File: src/rtl/uart_pkg.sv
// uart_pkg: shared UART constants used by the receiver, transmitter and rx controller.
//   UART_DATA_W : default byte width
//   UART_DEPTH  : default rx FIFO depth (power of two, >= 2)
//   PTR_W       : FIFO pointer width convention, $clog2(depth)
package uart_pkg;
    localparam int UART_DATA_W = 8;
    localparam int UART_DEPTH  = 4;
    localparam int PTR_W       = $clog2(UART_DEPTH);
endpackage

File: src/rtl/uart_rx_ctrl_if.sv
// uart_rx_ctrl_if: valid/ready byte stream from the rx controller to its consumer.
//   valid : head byte present (master -> slave)
//   data  : head byte (master -> slave)
//   ready : consumer accepts the head byte (slave -> master)
interface uart_rx_ctrl_if #(
    parameter int DATA_W = uart_pkg::UART_DATA_W
);
    logic              valid;
    logic              ready;
    logic [DATA_W-1:0] data;

    modport master (output valid, output data, input ready);
    modport slave  (input valid, input data, output ready);
endinterface

File: src/rtl/uart_sync_fifo.sv
// uart_sync_fifo: first-word fall-through synchronous FIFO.
//   clk, rst_n : clock, asynchronous active-low reset
//   i_push     : write request; accepted when not full, or when full and a pop happens too
//   i_data     : write data
//   i_pop      : read request; ignored when empty
//   o_data     : head entry (0 while empty)
//   o_full     : DEPTH entries held
//   o_empty    : no entries held
//   o_count    : entries held, 0..DEPTH
module uart_sync_fifo import uart_pkg::*; #(
    parameter int DATA_W = UART_DATA_W,
    parameter int DEPTH  = UART_DEPTH
) (
    input  logic                     clk,
    input  logic                     rst_n,
    input  logic                     i_push,
    input  logic [DATA_W-1:0]        i_data,
    input  logic                     i_pop,
    output logic [DATA_W-1:0]        o_data,
    output logic                     o_full,
    output logic                     o_empty,
    output logic [$clog2(DEPTH):0]   o_count
);
    localparam int PTR_W = $clog2(DEPTH);
    localparam int CNT_W = PTR_W + 1;

    logic [DATA_W-1:0] r_mem [DEPTH];
    logic [PTR_W-1:0]  r_wptr;
    logic [PTR_W-1:0]  r_rptr;
    logic [CNT_W-1:0]  r_count;
    logic              w_push;
    logic              w_pop;

    assign o_full  = r_count == CNT_W'(DEPTH);
    assign o_empty = r_count == '0;
    assign o_count = r_count;
    // Storage is not reset; gating on empty keeps the head at 0 after reset.
    assign o_data  = o_empty ? '0 : r_mem[r_rptr];
    assign w_pop   = i_pop & ~o_empty;
    // A simultaneous pop frees the slot the push needs.
    assign w_push  = i_push & (~o_full | w_pop);

    always_ff @(posedge clk) begin
        if (w_push) r_mem[r_wptr] <= i_data;
    end

    always_ff @(posedge clk or negedge rst_n) begin
        if (!rst_n) begin
            r_wptr  <= '0;
            r_rptr  <= '0;
            r_count <= '0;
        end else begin
            if (w_push) r_wptr <= r_wptr + 1'b1;
            if (w_pop)  r_rptr <= r_rptr + 1'b1;
            r_count <= r_count + CNT_W'(w_push) - CNT_W'(w_pop);
        end
    end
endmodule

File: src/rtl/uart_rx_ctrl.sv
// uart_rx_ctrl: captures each completed receiver frame into a FIFO and streams it out.
//   clk, rst_n  : clock (shared with receiver), asynchronous active-low reset
//   enable      : 1 = capture completed frames
//   rx_rdy      : receiver ready level, rises at frame completion
//   rx_data     : receiver byte, stable while rx_rdy is high
//   out_if      : valid/ready byte stream to the consumer (master side)
//   count       : bytes held, 0..DEPTH
//   overrun     : sticky, a frame was dropped while full
//   overrun_clr : pulse clearing overrun (a same-cycle drop wins)
module uart_rx_ctrl import uart_pkg::*; #(
    parameter int DATA_W = UART_DATA_W,
    parameter int DEPTH  = UART_DEPTH
) (
    input  logic                   clk,
    input  logic                   rst_n,
    input  logic                   enable,
    input  logic                   rx_rdy,
    input  logic [DATA_W-1:0]      rx_data,
    uart_rx_ctrl_if.master         out_if,
    output logic [$clog2(DEPTH):0] count,
    output logic                   overrun,
    input  logic                   overrun_clr
);
    logic              r_rdy_q;
    logic              r_overrun;
    logic              w_frame;
    logic              w_drop;
    logic              w_full;
    logic              w_empty;
    logic [DATA_W-1:0] w_data;

    // r_rdy_q resets high so a byte already held at reset release is not captured.
    assign w_frame      = rx_rdy & ~r_rdy_q & enable;
    // Full implies valid, so only a missing ready turns a frame into a drop.
    assign w_drop       = w_frame & w_full & ~out_if.ready;
    assign out_if.valid = ~w_empty;
    assign out_if.data  = w_data;
    assign overrun      = r_overrun;

    always_ff @(posedge clk or negedge rst_n) begin
        if (!rst_n) begin
            r_rdy_q   <= 1'b1;
            r_overrun <= 1'b0;
        end else begin
            r_rdy_q   <= rx_rdy;
            r_overrun <= w_drop | (r_overrun & ~overrun_clr);
        end
    end

    uart_sync_fifo #(.DATA_W(DATA_W), .DEPTH(DEPTH)) u_fifo (
        .clk     (clk),
        .rst_n   (rst_n),
        .i_push  (w_frame),
        .i_data  (rx_data),
        .i_pop   (out_if.ready),
        .o_data  (w_data),
        .o_full  (w_full),
        .o_empty (w_empty),
        .o_count (count)
    );
endmodule

File: src/flat_wrapper.sv
// flat-port wrapper written by rule: the top's interface ports become plain ports
module uart_rx_ctrl_flat import uart_pkg::*;
#(
    parameter int DATA_W = UART_DATA_W,
    parameter int DEPTH  = UART_DEPTH
)
  (clk, rst_n, enable, rx_rdy, rx_data, count, overrun, overrun_clr, out_if_valid, out_if_data, out_if_ready);
  uart_rx_ctrl_if #(.DATA_W(DATA_W)) out_if_i ();
  input  logic clk;
  input  logic rst_n;
  input  logic enable;
  input  logic rx_rdy;
  input  logic [DATA_W-1:0] rx_data;
  output logic [$clog2(DEPTH):0] count;
  output logic overrun;
  input  logic overrun_clr;
  output wire logic [$bits(out_if_i.valid)-1:0] out_if_valid;
  output wire logic [$bits(out_if_i.data)-1:0] out_if_data;
  input wire logic [$bits(out_if_i.ready)-1:0] out_if_ready;
  assign out_if_valid = out_if_i.valid;
  assign out_if_data = out_if_i.data;
  assign out_if_i.ready = out_if_ready;
  uart_rx_ctrl #(.DATA_W(DATA_W), .DEPTH(DEPTH)) u_core (.clk(clk), .rst_n(rst_n), .enable(enable), .rx_rdy(rx_rdy), .rx_data(rx_data), .out_if(out_if_i), .count(count), .overrun(overrun), .overrun_clr(overrun_clr));
endmodule
File: config.mk
export PLATFORM = sky130hd
export DESIGN_NAME = uart_rx_ctrl_flat
export DESIGN_NICKNAME = d
export VERILOG_FILES = /design/src/rtl/uart_pkg.sv /design/src/rtl/uart_rx_ctrl_if.sv /design/src/rtl/uart_sync_fifo.sv /design/src/rtl/uart_rx_ctrl.sv /design/src/flat_wrapper.sv
export SDC_FILE = /design/constraint.sdc
export NUM_CORES = 1
export LEC_CHECK = 0
export BUFFER_PORTS_ARGS = -buffer_cell sky130_fd_sc_hd__buf_2
export CORE_ASPECT_RATIO = 1.1
export CORE_MARGIN = 3
export CORE_UTILIZATION = 40
export CTS_BUF_LIST = sky130_fd_sc_hd__clkbuf_4 sky130_fd_sc_hd__clkbuf_8
export CTS_CLUSTER_DIAMETER = 30
export CTS_CLUSTER_SIZE = 28
export DETAILED_ROUTE_END_ITERATION = 12
export SLEW_MARGIN = 20
export SYNTH_ARGS = -nofsm -noshare
export SYNTH_HDL_FRONTEND = slang
export SYNTH_SLANG_ARGS = --single-unit
File: constraint.sdc
create_clock -name clk -period 3.97 [get_ports clk]
set_clock_uncertainty 0.15 [all_clocks]
set_input_delay 0.397 -clock clk [delete_from_list [all_inputs] [get_ports clk]]
set_output_delay 0.397 -clock clk [all_outputs]
set_load 0.02 [all_outputs]
# Word-level counts from Yosys, hierarchy flattened
# Memories as Yosys holds them, arrays and structs flattened.
# Index checks and enable logic that the tools add are counted.
[totals]
register_bits = 9
ram_bits = 32
inputBits = 14
elab_cells = 29
mem_count = 1
[mem_list]
columns = ["memory", "depth", "word_bits", "read_ports", "rd_clocked_by_memory_dff", "write_ports", "line", "rtl"]
rows = [
  ["u_core.u_fifo.r_mem", 4, 8, 1, 0, 1, "uart_sync_fifo.sv:27", "logic [DATA_W-1:0] r_mem [DEPTH];"],
]
[classes]
addsub = 4
eq_ne = 1
mux = 3
bitwise = 14
reduce_logical = 1
[op_table]
columns = ["cell", "count"]
rows = [
  ["$mux 8", 1],
  ["$and 1x1->1", 7],
  ["$not 1->1", 5],
  ["$add 2x1->2 const B", 2],
  ["$add 3x1->3", 1],
  ["$eq 3x3->1 const B", 1],
  ["$logic_not 3->1", 1],
  ["$sub 3x1->3", 1],
  ["$mux 1", 2],
  ["$or 1x1->1", 2],
]

# Logic depth before layout (Yosys ltp)
[logic_depth]
ltp_word = 7
ltp_mapped = 9
ltp_nobuf = 9

# Cells and area by module
# From an unflattened synthesis, not the netlist that was laid out.
[unflattened]
cells_unflattened = 95
hier_area_um2 = 1719.1
[by_module_without_submodules]
columns = ["module", "n_inst", "cells_per_inst", "area_each_um2", "seq_area_each_um2"]
rows = [
  ["uart_sync_fifo", 1, 87, 1630.3, 1136.1],
  ["uart_rx_ctrl", 1, 8, 88.8, 51.3],
]

# Least setup slack after synthesis
# Ideal clock, no wire load.
[synth_timing]
kind = "register to register"
startpoint = "register u_core.u_fifo.r_count[2] (netlist: u_core.u_fifo.o_count[2])"
endpoint = "register u_core.u_fifo.r_count[2] (netlist: u_core.u_fifo.o_count[2])"
setup_time_ps = 130
arrival_ps = 2254
path_slack_ps = 1437
path_stages_with_launch = 9
n_path_buf = 0
period_less_slack_ps = 2533
cell_sequence = "dfrtp_1 > or3_2 > and2_1 > ha_1 > inv_1 > ha_1 > fa_1 > xor2_1 > xnor2_1"
[synth_between]
elab_chain_cells = 7
elab_cells_between_ends = 9
cone_classes = "add/sub: 2; eq/ne: 1; bitwise: 5; reduce/logical: 1"
[synth_lines]
columns = ["item", "line", "rtl"]
rows = [
  ["from (decl)", "uart_sync_fifo.sv:30", "logic [CNT_W-1:0] r_count;"],
  ["from (signal assigned)", "uart_sync_fifo.sv:55", "r_count <= r_count + CNT_W'(w_push) - CNT_W'(w_pop);"],
  ["$logic_not 3->1 (*)", "uart_sync_fifo.sv:35", "assign o_empty = r_count == '0;"],
  ["$not 1->1 (*)", "uart_sync_fifo.sv:39", "assign w_pop = i_pop & ~o_empty;"],
  ["$and 1x1->1 (*)", "uart_sync_fifo.sv:39", ""],
  ["via u_core.u_fifo.w_pop", "uart_sync_fifo.sv:32", "logic w_pop;"],
  ["$or 1x1->1", "uart_sync_fifo.sv:41", "assign w_push = i_push & (~o_full | w_pop);"],
  ["$and 1x1->1", "uart_sync_fifo.sv:41", ""],
  ["$add 3x1->3", "uart_sync_fifo.sv:55", ""],
  ["$sub 3x1->3 (*)", "uart_sync_fifo.sv:55", ""],
]
# The timed path passes the listed nets; every way through them passes the cells marked *.
# A chain may end at the register's enable or synchronous reset.

# Worst setup path in the final report
[layout_timing]
startpoint = "register u_core.u_fifo.r_count[1] (netlist: u_core.u_fifo.o_count[1])"
endpoint = "register u_core.u_fifo.r_count[2] (netlist: u_core.u_fifo.o_count[2])"
# Same word-level chain as after synthesis.

==> results.yml <==
status:
  status: "finished, final reports clean"
logic_synthesis:
  ys_seq_elements: 41
  synth_edf_count: 32
  syn_area_sq_um: 1704
  synthTopCellsByArea: "edfxtp_1 (56%), dfrtp_1 (12%), mux4_2 (11%)"
  yosysMostFrequentCell: "edfxtp_1"
  yosysWarnings: 0
  yosys-top-cells-count: "edfxtp_1 (32), and2_1 (9), dfrtp_1 (8), mux4_2 (8), inv_1 (7)"
  syn_nets: 112
  synth-simple-area-share_pct: 7.930
  synth_fa_ha_area_share_pct: 5.580
  synth_top_family_by_area: "multiplexers"
  yosys_most_used_dff: "edfxtp_1"
  synth_area_leader_cell: "edfxtp_1"
  ys_types: 20
  synth_compound_area_share_pct: 0.5140
  synth-xor-area-share_pct: 2.570
  synthMuxAreaShare_pct: 11.45
  synth.avg_cell_area_sq_um: 18.73
  ys_seq_area_share_pct: 69.68
  synth_top_area_share_pct: 56.39
  synthArstFlopShare_pct: 21.95
  syn_inst: 91
floorplan:
  die_area_sq_um: 5080
  core_sq_um: 4024
  row_count: 24
  ios: 27
  die_y_microns: 74.46
  start_util_pct: 42.35
  die_w_microns: 68.24
clocking:
  cts_buffers: 5
  clk_latency_ns: 0.28
  clk_root_buffer_cell: "clkbuf_8"
  cts_setup_buffers: 0
  htree_levels: 2
  holdBufCountCts: 1
  cts_tree: "built"
  clk_pin_slew_ns: 0.07
  cts_resized: 0
  clkSinkCount: 41
  cts.path.max_buffers: 2
placement:
  gp_congestion: 0.6677
  dp_cells: 166
  pre_cts_slack_ns: 1.294
  hpwl_microns: 1872
  port_buffers: 26
timing:
  tns_ns: 0
  tightestPinTransition_ns: 0.5763
  setup_violations: 0
  min_period_ns: 2.688
  finalMaxSlewViolations: 0
  fmax_mhz: 372.0
  post-route-period-util_pct: 67.71
  finalWorstSetupSlack_ns: 1.282
  rsz0062_at_grt: "no"
  final-hold-violation-count: 0
  maxSlewHeadroom_pct: 61.58
critical_path:
  path_class: "register to register"
  cp_max_fo: 11
  worstSetupEndpointType: "register"
  crit_arrival_ns: 2.71
  worstSetupStartpoint: "u_core.u_fifo.o_count[1]"
  cp.required_ns: 3.99
  start_kind: "register"
  r2r_start: "u_core.u_fifo.o_count[1]"
  r2r_cells: 8
finish:
  fin_nets: 143
  stdcell_count: 175
  areaGrowthSynthToFinish_pct: 16.37
  antenna_cells: 0
  drive_gt1_share_pct: 41.46
  final_core_util_pct: 49.28
hold_path:
  min_path_type: "primary input to register"
  hold-path-cell-count: 1
  hp-start: "rx_rdy"
pwr:
  p_comb_share_pct: 34.3
  power.internal_mw: 0.8666
  power_density_nw_per_um2: 659.1
  p_leak_nw: 0.7532
  sw_frac_of_total_pct: 33.70
  p_clk_share_pct: 19.6
  ir_worst_vdd_v: 0.0002535
  p_sw_mw: 0.4405
  p_total_mw: 1.307
  power_frac_seq_pct: 46.1
grt:
  antenna_found_initial: 0
  grt_pass1_vias: 877
  track_usage_pct: 12.13
  grt-ovfl-total: 0
  grt_max_degree: 14
  grt_pass1_wl_microns: 4167
detailed_routing:
  drc_errors: 0
  ant_nets: 0
  vias_per_cell: 4.789
  initialDrtViolationCount: 22
  drtPass1Iterations: 4
  routed_wirelength_microns: 2660
  wl_per_cell_microns: 15.20
  vias: 838
flow_run:
  drv_cap: 0
## sequential cells by signal, indices dropped and copies added (netlist names)
register and flops:
u_core.u_fifo.o_count 3, u_core.r_rdy_q 1, u_core.u_fifo.r_mem 32, u_core.u_fifo.r_rptr 2, u_core.u_fifo.r_wptr 2, u_core.overrun 1
## power groups by stage
stage / clock network, mW / logic (mW) / registers, mW
4_1_cts: 0.265 / 0.459 / 0.609
5_1_grt: 0.285 / 0.497 / 0.618
6_report: 0.256 / 0.448 / 0.603
3_5_place_dp: 0 / 0.454 / 0.618
2_1_floorplan: 0 / 0.351 / 0.580
3_3_place_gp: 0 / 0.448 / 0.612
## cells by family after synthesis
group,count (synthesis)
DFF,41
and+or+nand+nor,18
buffers and inverters,10
muxes,9
adders and majority gates,7
xor gates and xnor gates,5
AOI/OAI and AO/OA,1
## per-layer routing
layer	GRT usage (%)	wire (microns)
met5	0	0
met4	5.298	38
met3	4.683	103
met2	20.24	1467
met1	13.77	1051
## path summary, 6_finish.rpt
check / endpoint / slack (ns)
hold reg to reg: u_core.u_fifo.o_count[2] / 0.37
setup / recovery: u_core.u_fifo.o_count[2] / 1.28
max in group asynchronous: u_core.r_rdy_q / 3.09
setup reg to reg: u_core.u_fifo.o_count[2] / 1.28
min in group asynchronous: u_core.u_fifo.o_count[0] / 0.34
hold / removal: u_core.r_rdy_q / 0.06
## placed cells by master, fill, tap and decap left out
cell	count
and2_2	4
nand2_1	1
dfstp_2	1
buf_2	26
xnor2_1	3
dlygate4sd3_1	1
clkinv_2	2
xor2_1	2
ha_1	6
o32ai_1	1
fa_1	1
or3_2	1
or4b_4	1
nand3_1	1
dfrtp_1	8
inv_1	7
and2_1	9
nor3b_4	1
clkinvlp_4	1
mux4_2	8
clkbuf_8	5
mux2_4	1
edfxtp_1	32
## metrics by stage
step	hold WS [ns]	instance area, sq um
final	0.06350	1983
after floorplan	-0.04859	1704
after CTS	0.05324	1983
after detailed placement	0.1079	1887
after global routing	0.03989	1983
after global placement	0.1088	1887
## worst max-delay path: stages, from the launching register on
cell	delay [ns]
dfrtp_1	0.43
or3_2	0.60
and2_1	0.23
ha_1	0.27
inv_1	0.04
ha_1	0.18
fa_1	0.38
xor2_1	0.16
xnor2_1	0.13
## layout make-up
class                      instances  area, sq um
clock buffer                       5        68.82
clock inverter                     3        17.52
fill                             366         2041
inverter                           7        26.28
multi-input combinational         40        478.0
sequential                        41         1187
tap                               52        65.06
timing repair buffer              27        140.1
Note: power is estimated with default switching activity, not from simulation.
